==> src/rtl/nrisc_pkg.sv <==
// Shared nRISC definitions: PC sequencer state encoding and the increment constant.
package nrisc_pkg;

   typedef enum logic [1:0] {
      OCIOSO = 2'd0,
      SOMA1  = 2'd1,
      SOMA2  = 2'd2,
      PARADO = 2'd3
   } estado_t;

   localparam logic [7:0] INCREMENTO = 8'd1;

endpackage

==> src/rtl/controle_pc.sv <==
// nRISC program-counter sequencer: owns the PC and time-shares the external adder
// between PC+1 and the branch-target add, one accepted instruction at a time.
module controle_pc
   import nrisc_pkg::*;
#(
   parameter int                 LARGURA  = 8,
   parameter logic [LARGURA-1:0] PC_RESET = '0
) (
   input  logic               clock,
   input  logic               reset,
   input  logic               req_valid,
   output logic               req_ready,
   input  logic               is_branch,
   input  logic               cond,
   input  logic               is_halt,
   input  logic [LARGURA-1:0] offset,
   input  logic               stall,
   output logic [LARGURA-1:0] soma_a,
   output logic [LARGURA-1:0] soma_b,
   input  logic [LARGURA-1:0] soma_r,
   output logic [LARGURA-1:0] pc,
   output logic               pc_pronto,
   output logic               desvio,
   output logic               parado,
   output estado_t            estado
);

   estado_t            estado_next;
   logic [LARGURA-1:0] pc1_reg;
   logic [LARGURA-1:0] offset_reg;
   logic               taken_reg;
   logic               accept;
   logic               pc_we;
   logic               pc1_we;
   logic               pronto_next;
   logic               desvio_next;

   // Handshake: an instruction is taken on the rising edge where req_valid & req_ready;
   // the requester keeps req_valid and its fields stable until that edge.
   assign req_ready = (estado == OCIOSO);
   assign parado    = (estado == PARADO);
   assign accept    = req_valid & req_ready;

   always_comb begin
      estado_next = estado;
      soma_a      = pc;
      soma_b      = '0;
      pc_we       = 1'b0;
      pc1_we      = 1'b0;
      pronto_next = 1'b0;
      desvio_next = 1'b0;
      case (estado)
         OCIOSO: begin
            if (accept) estado_next = is_halt ? PARADO : SOMA1;
         end
         SOMA1: begin
            soma_b = LARGURA'(INCREMENTO);
            if (!stall) begin
               if (taken_reg) begin
                  pc1_we      = 1'b1;
                  estado_next = SOMA2;
               end else begin
                  pc_we       = 1'b1;
                  pronto_next = 1'b1;
                  estado_next = OCIOSO;
               end
            end
         end
         SOMA2: begin
            // Second pass reuses the adder: (PC+1) + offset.
            soma_a = pc1_reg;
            soma_b = offset_reg;
            if (!stall) begin
               pc_we       = 1'b1;
               pronto_next = 1'b1;
               desvio_next = 1'b1;
               estado_next = OCIOSO;
            end
         end
         default: begin
         end
      endcase
   end

   always_ff @(posedge clock or posedge reset) begin
      if (reset) begin
         estado     <= OCIOSO;
         pc         <= PC_RESET;
         pc1_reg    <= '0;
         offset_reg <= '0;
         taken_reg  <= 1'b0;
         pc_pronto  <= 1'b0;
         desvio     <= 1'b0;
      end else begin
         estado    <= estado_next;
         pc_pronto <= pronto_next;
         desvio    <= desvio_next;
         if (pc_we)  pc      <= soma_r;
         if (pc1_we) pc1_reg <= soma_r;
         if (accept) begin
            taken_reg  <= is_branch & cond;
            offset_reg <= offset;
         end
      end
   end

endmodule
==> config.mk <==
export PLATFORM = sky130hd
export DESIGN_NAME = controle_pc
export DESIGN_NICKNAME = d
export VERILOG_FILES = /design/src/rtl/nrisc_pkg.sv /design/src/rtl/controle_pc.sv
export SDC_FILE = /design/constraint.sdc
export NUM_CORES = 1
export LEC_CHECK = 0
export ABC_AREA = 1
export CAP_MARGIN = 20
export CORE_MARGIN = 8
export CORE_UTILIZATION = 44
export CTS_CLUSTER_SIZE = 14
export DETAILED_ROUTE_END_ITERATION = 16
export PLACE_DENSITY = 0.76
export SLEW_MARGIN = 10
export SYNTH_ARGS = -nofsm -noshare
export SYNTH_HDL_FRONTEND = slang
export SYNTH_SLANG_ARGS = --single-unit
==> constraint.sdc <==
create_clock -name clock -period 2.1 [get_ports clock]
set_input_delay 0.525 -clock clock [delete_from_list [all_inputs] [get_ports clock]]
set_output_delay 0.525 -clock clock [all_outputs]
set_load 0.05 [all_outputs]
==> results of run 1 <==
-- worst max-delay path by stage --
stage	startpoint	endpoint	slack, ns
floorplan	estado[0]	soma_a[0]	0.03
global placement	estado[0]	soma_a[0]	0.26
detailed placement	estado[0]	soma_a[2]	0.20
CTS	estado[0]	soma_a[2]	0.006
global route	estado[0]	soma_a[7]	-0.06
finish	estado[0]	soma_a[2]	0.03
-- area by class of cell --
class / instances / area [sq um]
fillers: 285 / 1030
inverters: 25 / 96.3
repair buffers: 58 / 672
multi-input cells: 126 / 622
well taps: 46 / 57.6
clock buffers: 7 / 55.1
flip-flops and latches: 29 / 728
-- power breakdown --
part,internal (mW),total (mW),switching [mW]
logic,0.0410,0.0667,0.0257
clock network,0.158,0.339,0.181
registers,0.558,0.558,0
-- stage by stage --
stage	util (%)	area [sq um]	TNS [ns]	power (mW)
after floorplan	-	1470	0	0.585
after global placement	65.1	2120	0	0.635
after detailed placement	65.1	2120	0	0.636
after CTS	67.1	2190	0	0.977
after global routing	68.5	2230	-0.581	1.01
final	68.5	2230	0	0.964
-- repair_timing --
action,4_1_cts,5_1_grt
setup endpoints to repair,13,17
resized for setup,5,15
cloned,0,0
-- cell usage after synthesis (2+ instances only) --
master	count	area (sq um)
nand2_1	84	315
dfrtp_1	29	726
inv_1	23	86.3
nand3_1	19	95.1
o21ai_0	9	45.0
ha_1	5	62.6
buf_2	4	20.0
a21oi_1	2	10.0
o21bai_1	2	15.0
-- per-layer routing --
metal / up-vias / GRT usage (%) / part of all wire, %
li1: 687 / - / -
met1: 653 / 17.3 / 42
met2: 38 / 24.9 / 51
met3: 8 / 3.96 / 4.6
met4: 0 / 8.87 / 2.4
met5: - / 0 / 0
-- worst max-delay path, delay by kind of cell (launching register included) --
kind                       cells  cell delay [ns]
DFF                            1             0.44
and+or+nand+nor                2             0.16
adders and majority gates      1             0.22
buffers and inverters          3             0.41
-- logic make-up after synthesis --
group / after synthesis
AO/OA/AOI/OAI: 14
adder cells (fa/ha/maj): 5
buffers and inverters: 30
flip-flops: 29
AND/OR/NAND/NOR: 107
==> key figures, run 1 <==
STA
  – Least-Margin Pin Slew: 0.531 ns
  – Maximum clock rate: 483 MHz
  – Final setup margin: 0.0277 ns
  – Final min period: 2.07 ns
  – Unrepaired setup endpoints after global routing: yes
  – Final setup viols: 0
  – Skew final: 0.00533 ns
  – WHS: 0.476 ns
  – Final Max Tran Viols: 0
  – Final worst-path cycle share: 98.7%
  – Relative slew slack: 64.5%
  – Fin. Hold Viols: 0

Synthesis
  – Adder-Cell Fraction of Synth Area: 4.30%
  – Synthesized net count: 213
  – Seq/Total Area, Yosys: 49.9%
  – Simple-Gate Fraction of Synth Area: 31.1%
  – Async S/R FF share, synth: 100%
  – Ys flop type: dfrtp_1
  – Synth cell types: 17
  – Synth Warn #: 0
  – Area of the mapped netlist: 1450 sq um
  – Synth Register Bits: 29
  – Post-synth EDFFs: 0
  – Dominant combinational cell family by area after synthesis: simple AND/OR/NAND/NOR gates
  – Syn Inst Count: 185
  – Compound-Gate Fraction of Synth Area: 6.11%
  – Xor/xnor cell area share of the yosys netlist: 0%
  – Syn Area/Cell: 7.86 sq um
  – Mux share of post-synthesis cell area: 0%

Finish
  – P&R area growth vs syn: 53.4%
  – Fraction of layout cells with a size suffix above 1: 18.8%
  – Commonest cells after routing, fill and taps aside: nand2_1, clkdlybuf4s50_1, dfrtp_1, inv_1, nand3_1
  – Final nets: 273
  – N_diodes: 0
  – Most common cell after layout, fill and taps aside: nand2_1
  – Post-route insts no fill: 291

Routing
  – Drt first pass iters: 4
  – Post-Route WL: 3780 microns
  – DRC Markers: 0
  – Post-route ant nets: 0
  – DRT iter0 DRCs: 115
  – Avg Vias per Cell: 4.76
  – Via count: 1,386
  – Wire per inst: 13.0 microns

Global route
  – Largest net degree at the start of global routing: 30
  – Total track usage: 15.2%
  – Grt total ovfl: 0
  – First-pass GRT wire length: 6280 microns
  – Vias in the first global route: 1,343
  – Initial antenna violation count: 0

Clock tree
  – Clock latency at the later pin of the worst-skew pair: 0.32 ns
  – CTS tree: done
  – Setup bufs post-CTS: 0
  – CTS buffer count: 5
  – Clock transition at the registers of the reported paths: 0.08 ns
  – CTS sink cnt: 29
  – Hold_buf cts: 0
  – Root Buffer: clkbuf_4
  – Longest Clk Path Bufs: 2
  – H-Tree Depth: 2

Placement
  – Final Wtd Congestion: 0.798
  – HPWL Detailed: 2770 microns
  – Worst slack at placement: 0.202 ns
  – Port-buffer cells: 52
  – Number of placed instances with taps included: 284

Floorplanning
  – Starting density of the core: 44.6%
  – Top Ports: 53
  – Die W: 73.5 microns
  – Die area: 5400 sq um
  – Die span in y: 73.5 microns
  – FP Rows: 21
  – Core ar.: 3260 sq um

Hold path
  – Hold depth: 2
  – WHS Endpoint: offset_reg[2]
  – Hold/Removal Path Class: flop to flop
  – Min-delay src: offset_reg[2]

Worst setup path
  – Reg-to-reg startpoint: estado[1]
  – Worst Setup Start Kind: flop
  – Arrival time worst endpoint: 1.55 ns
  – Maximum net fanout on the critical path: 9
  – Worst path cell trace: inv_2 -> ha_2 -> buf_6 -> nand2_1 -> nand2_1 -> buf_6
  – WP data required: 1.57 ns
  – R2R Setup Slk: 0.48 ns
  – Slowest-stage cell, CP: dfrtp_2
  – RR Endpoint: taken_reg
  – Critical Setup Path Class: flop to output pin
  – Slowest stage delay, CP: 0.44 ns
  – Nature of the critical path endpoint: output pin
  – R2R depth: 5

Power
  – Pleak: 1.29 nW
  – Power per standard cell area: 432 nW/um^2
  – Worst VDD drop: 0.000376 V

Outcome
  – Status: completed

Flow run
  – Maxcap violations: 0
No activity file was read; power rests on OpenSTA's default activity.
==> run 2, diff against run 1 <==
--- a/config.mk
+++ b/config.mk
@@ -12,7 +12,7 @@
 export CTS_CLUSTER_SIZE = 14
 export DETAILED_ROUTE_END_ITERATION = 16
 export PLACE_DENSITY = 0.76
-export SLEW_MARGIN = 10
+export SLEW_MARGIN = 15
 export SYNTH_ARGS = -nofsm -noshare
 export SYNTH_HDL_FRONTEND = slang
 export SYNTH_SLANG_ARGS = --single-unit
==> results of run 2 <==
No change in the layout: final DEF, timing and power equal those of run 1.
==> run 3, diff against run 2 <==
--- a/config.mk
+++ b/config.mk
@@ -12,6 +12,7 @@
 export CTS_CLUSTER_SIZE = 14
 export DETAILED_ROUTE_END_ITERATION = 16
 export PLACE_DENSITY = 0.76
+export SETUP_SLACK_MARGIN = 0.5
 export SLEW_MARGIN = 15
 export SYNTH_ARGS = -nofsm -noshare
 export SYNTH_HDL_FRONTEND = slang
==> run 3 against run 2 <==
Effect of this change:
- sequential share of layout area down 4.1 points
- cell area up 14%
- sequential cell count stayed put
- clock power about the same
- critical endpoint is now soma_b[0]
==> key figures, run 3 (synthesis gave the netlist of run 1 again) <==
Finish
  – Final nets: 279 (+2.2%)
  – Most common cell after layout, fill and taps aside: nand2_1
  – Design Area, Final: 2550 sq um (+14%)
  – Filler cell count in the final layout: 227 (-20%)
  – P&R area growth vs syn: 75.5%
  – Fraction of layout cells with a size suffix above 1: 40.6% (+22 points)
  – N_diodes: 0 (unchanged)
  – Final Core Density: 78.3% (+9.8 points)
  – Commonest cells after routing, fill and taps aside: nand2_1, dfrtp_1, clkdlybuf4s50_1, nand3_1

Routing
  – Wire per inst: 14.3 microns (+10%)
  – DRT iter0 DRCs: 98 (-15%)
  – DRC Markers: 0 (unchanged)
  – Post-route ant nets: 0 (unchanged)
  – Drt first pass iters: 4 (unchanged)
  – Post-Route WL: 4250 microns (+12%)
  – Via count: 1,415 (+2.1%)
  – Avg Vias per Cell: 4.76 (about the same)

Hold path
  – Hold/Removal Path Class: flop to flop
  – WHS Endpoint: offset_reg[5]
  – Hold depth: 2 (unchanged)
  – Min-delay src: offset_reg[5]

Worst setup path
  – WP data required: 1.57 ns (about the same)
  – Reg-to-reg startpoint: estado[1]
  – Critical Setup Path Class: flop to output pin
  – CP startpoint: estado[1]
  – Worst Setup Start Kind: flop
  – Slowest-stage cell, CP: dfrtp_2
  – Nature of the critical path endpoint: output pin
  – Arrival time worst endpoint: 1.50 ns (-0.05 ns)
  – Critical path's most frequent cell: inv_2
  – Worst path cell trace: inv_2 -> ha_4 -> inv_2 -> a21oi_4 -> buf_12
  – R2R Setup Slk: 0.48 ns (about the same)
  – Maximum net fanout on the critical path: 5 (-4)
  – RR Endpoint: pc[1]
  – Slowest stage delay, CP: 0.44 ns (about the same)
  – R2R depth: 7 (+2)

Floorplanning
  – Core ar.: 3260 sq um (unchanged)
  – Top Ports: 53 (unchanged)
  – Die W: 73.5 microns (unchanged)
  – FP Rows: 21 (unchanged)
  – Die area: 5400 sq um (unchanged)
  – Die span in y: 73.5 microns (unchanged)
  – Starting density of the core: 44.6% (unchanged)

STA
  – Unrepaired setup endpoints after global routing: yes
  – Setup TNS: 0 ns (unchanged)
  – Least-Margin Pin Slew: 0.369 ns (-0.162 ns)
  – Skew final: 0.00351 ns (-0.00183 ns)
  – Final Max Tran Viols: 0 (unchanged)
  – Maximum clock rate: 495 MHz (+2.6%)
  – Final setup viols: 0 (unchanged)
  – Final worst-path cycle share: 96.2% (-2.5 points)
  – Fin. Hold Viols: 0 (unchanged)
  – Final min period: 2.02 ns (-0.0520 ns)
  – Relative slew slack: 75.4% (+11 points)

Power
  – Pleak: 1.43 nW (+11%)
  – Power per standard cell area: 378 nW/um^2 (-12%)
  – Worst VDD drop: 0.000336 V (-11%)

Global route
  – Vias in the first global route: 1,455 (+8.3%)
  – First-pass GRT wire length: 6840 microns (+8.9%)
  – Largest net degree at the start of global routing: 30 (unchanged)
  – Initial antenna violation count: 0 (unchanged)
  – Grt total ovfl: 0 (unchanged)
  – Total track usage: 16.8% (+1.6 points)

Clock tree
  – Hold_buf cts: 0 (unchanged)
  – Longest Clk Path Bufs: 2 (unchanged)
  – CTS tree: done
  – CTS buffer count: 5 (unchanged)
  – H-Tree Depth: 2 (unchanged)
  – Clock latency at the later pin of the worst-skew pair: 0.33 ns (about the same)
  – Root Buffer: clkbuf_4
  – CTS sink cnt: 29 (unchanged)
  – Clock transition at the registers of the reported paths: 0.08 ns (about the same)

Placement
  – Port-buffer cells: 52 (unchanged)
  – HPWL Detailed: 2920 microns (+5.5%)
  – Placed instance area: 2330 sq um (+9.6%)
  – Final Wtd Congestion: 0.855 (+7.1%)

Outcome
  – Status: completed

Flow run
  – Maxcap violations: 0 (unchanged)
[run 3: cell count changes in the layout (fill, tap and decap cells not counted), sizes merged]
cell,delta
clkinvlp,+1
clkdlybuf4s15,+1
dlymetal6s2s,-4
buf,+15
clkinv,+2
inv,-3
clkdlybuf4s50,-6
[run 3: how the worst max path moves through the flow]
stage	to	slack [ns]
global placement	soma_a[5]	0.28
CTS	soma_b[6]	0.08
finish	soma_b[0]	0.08
detailed placement	soma_a[4]	0.25
global route	soma_b[2]	0.01
floorplan	soma_b[0]	0.29
[run 3: area by class of cell]
type                    instances  area [sq um]  area share [%]
repair buffers                 64           773            30.3
clock buffers                   7          55.1            2.16
well taps                      46          57.6            2.26
flip-flops and latches         29           728            28.5
inverters                      25           115            4.51
multi-input cells             126           822            32.2
[run 3: repair_timing]
action                                 in CTS  in global routing
setup endpoints to repair                  27                 29
endpoints found under the hold margin       0                  0
cloned                                      0                  0
buffers inserted                            9                  0
gates resized for setup                    79                 12
pin swaps                                   4                  1
[run 3: routing by layer]
metal,part of all wire [%],GRT usage (%),vias to the layer above
met5,0,0,-
met4,2.6,7.98,0
met3,5.4,5.59,8
met2,53,29.1,28
met1,38,17.8,684
li1,-,-,695
[run 3: report_power, final]
part | switching [mW] | leakage [nW] | internal (mW) | total [mW]
registers | 0 | 0.394 | 0.558 | 0.558
logic | 0.0263 | 1.01 | 0.0410 | 0.0673
clock network | 0.182 | 0.0314 | 0.158 | 0.340
total | 0.209 | 1.43 | 0.756 | 0.965
[run 3: metrics by stage]
step / instances / setup slack, ns / total power [mW] / hold WS [ns]
2_1_floorplan: 185 / 0.286 / 0.585 / 0.442
3_3_place_gp: 281 / 0.280 / 0.635 / 0.456
3_5_place_dp: 281 / 0.249 / 0.636 / 0.459
4_1_cts: 297 / 0.0809 / 0.968 / 0.493
5_1_grt: 297 / 0.00981 / 0.999 / 0.516
6_report: 297 / 0.0797 / 0.965 / 0.497
[run 3: critical path, delay by kind of cell (launching register included)]
kind | cells | cell delay [ns]
DFF | 1 | 0.44
AOI/OAI and AO/OA | 1 | 0.14
buffers and inverters | 3 | 0.30
adders and majority gates | 1 | 0.28
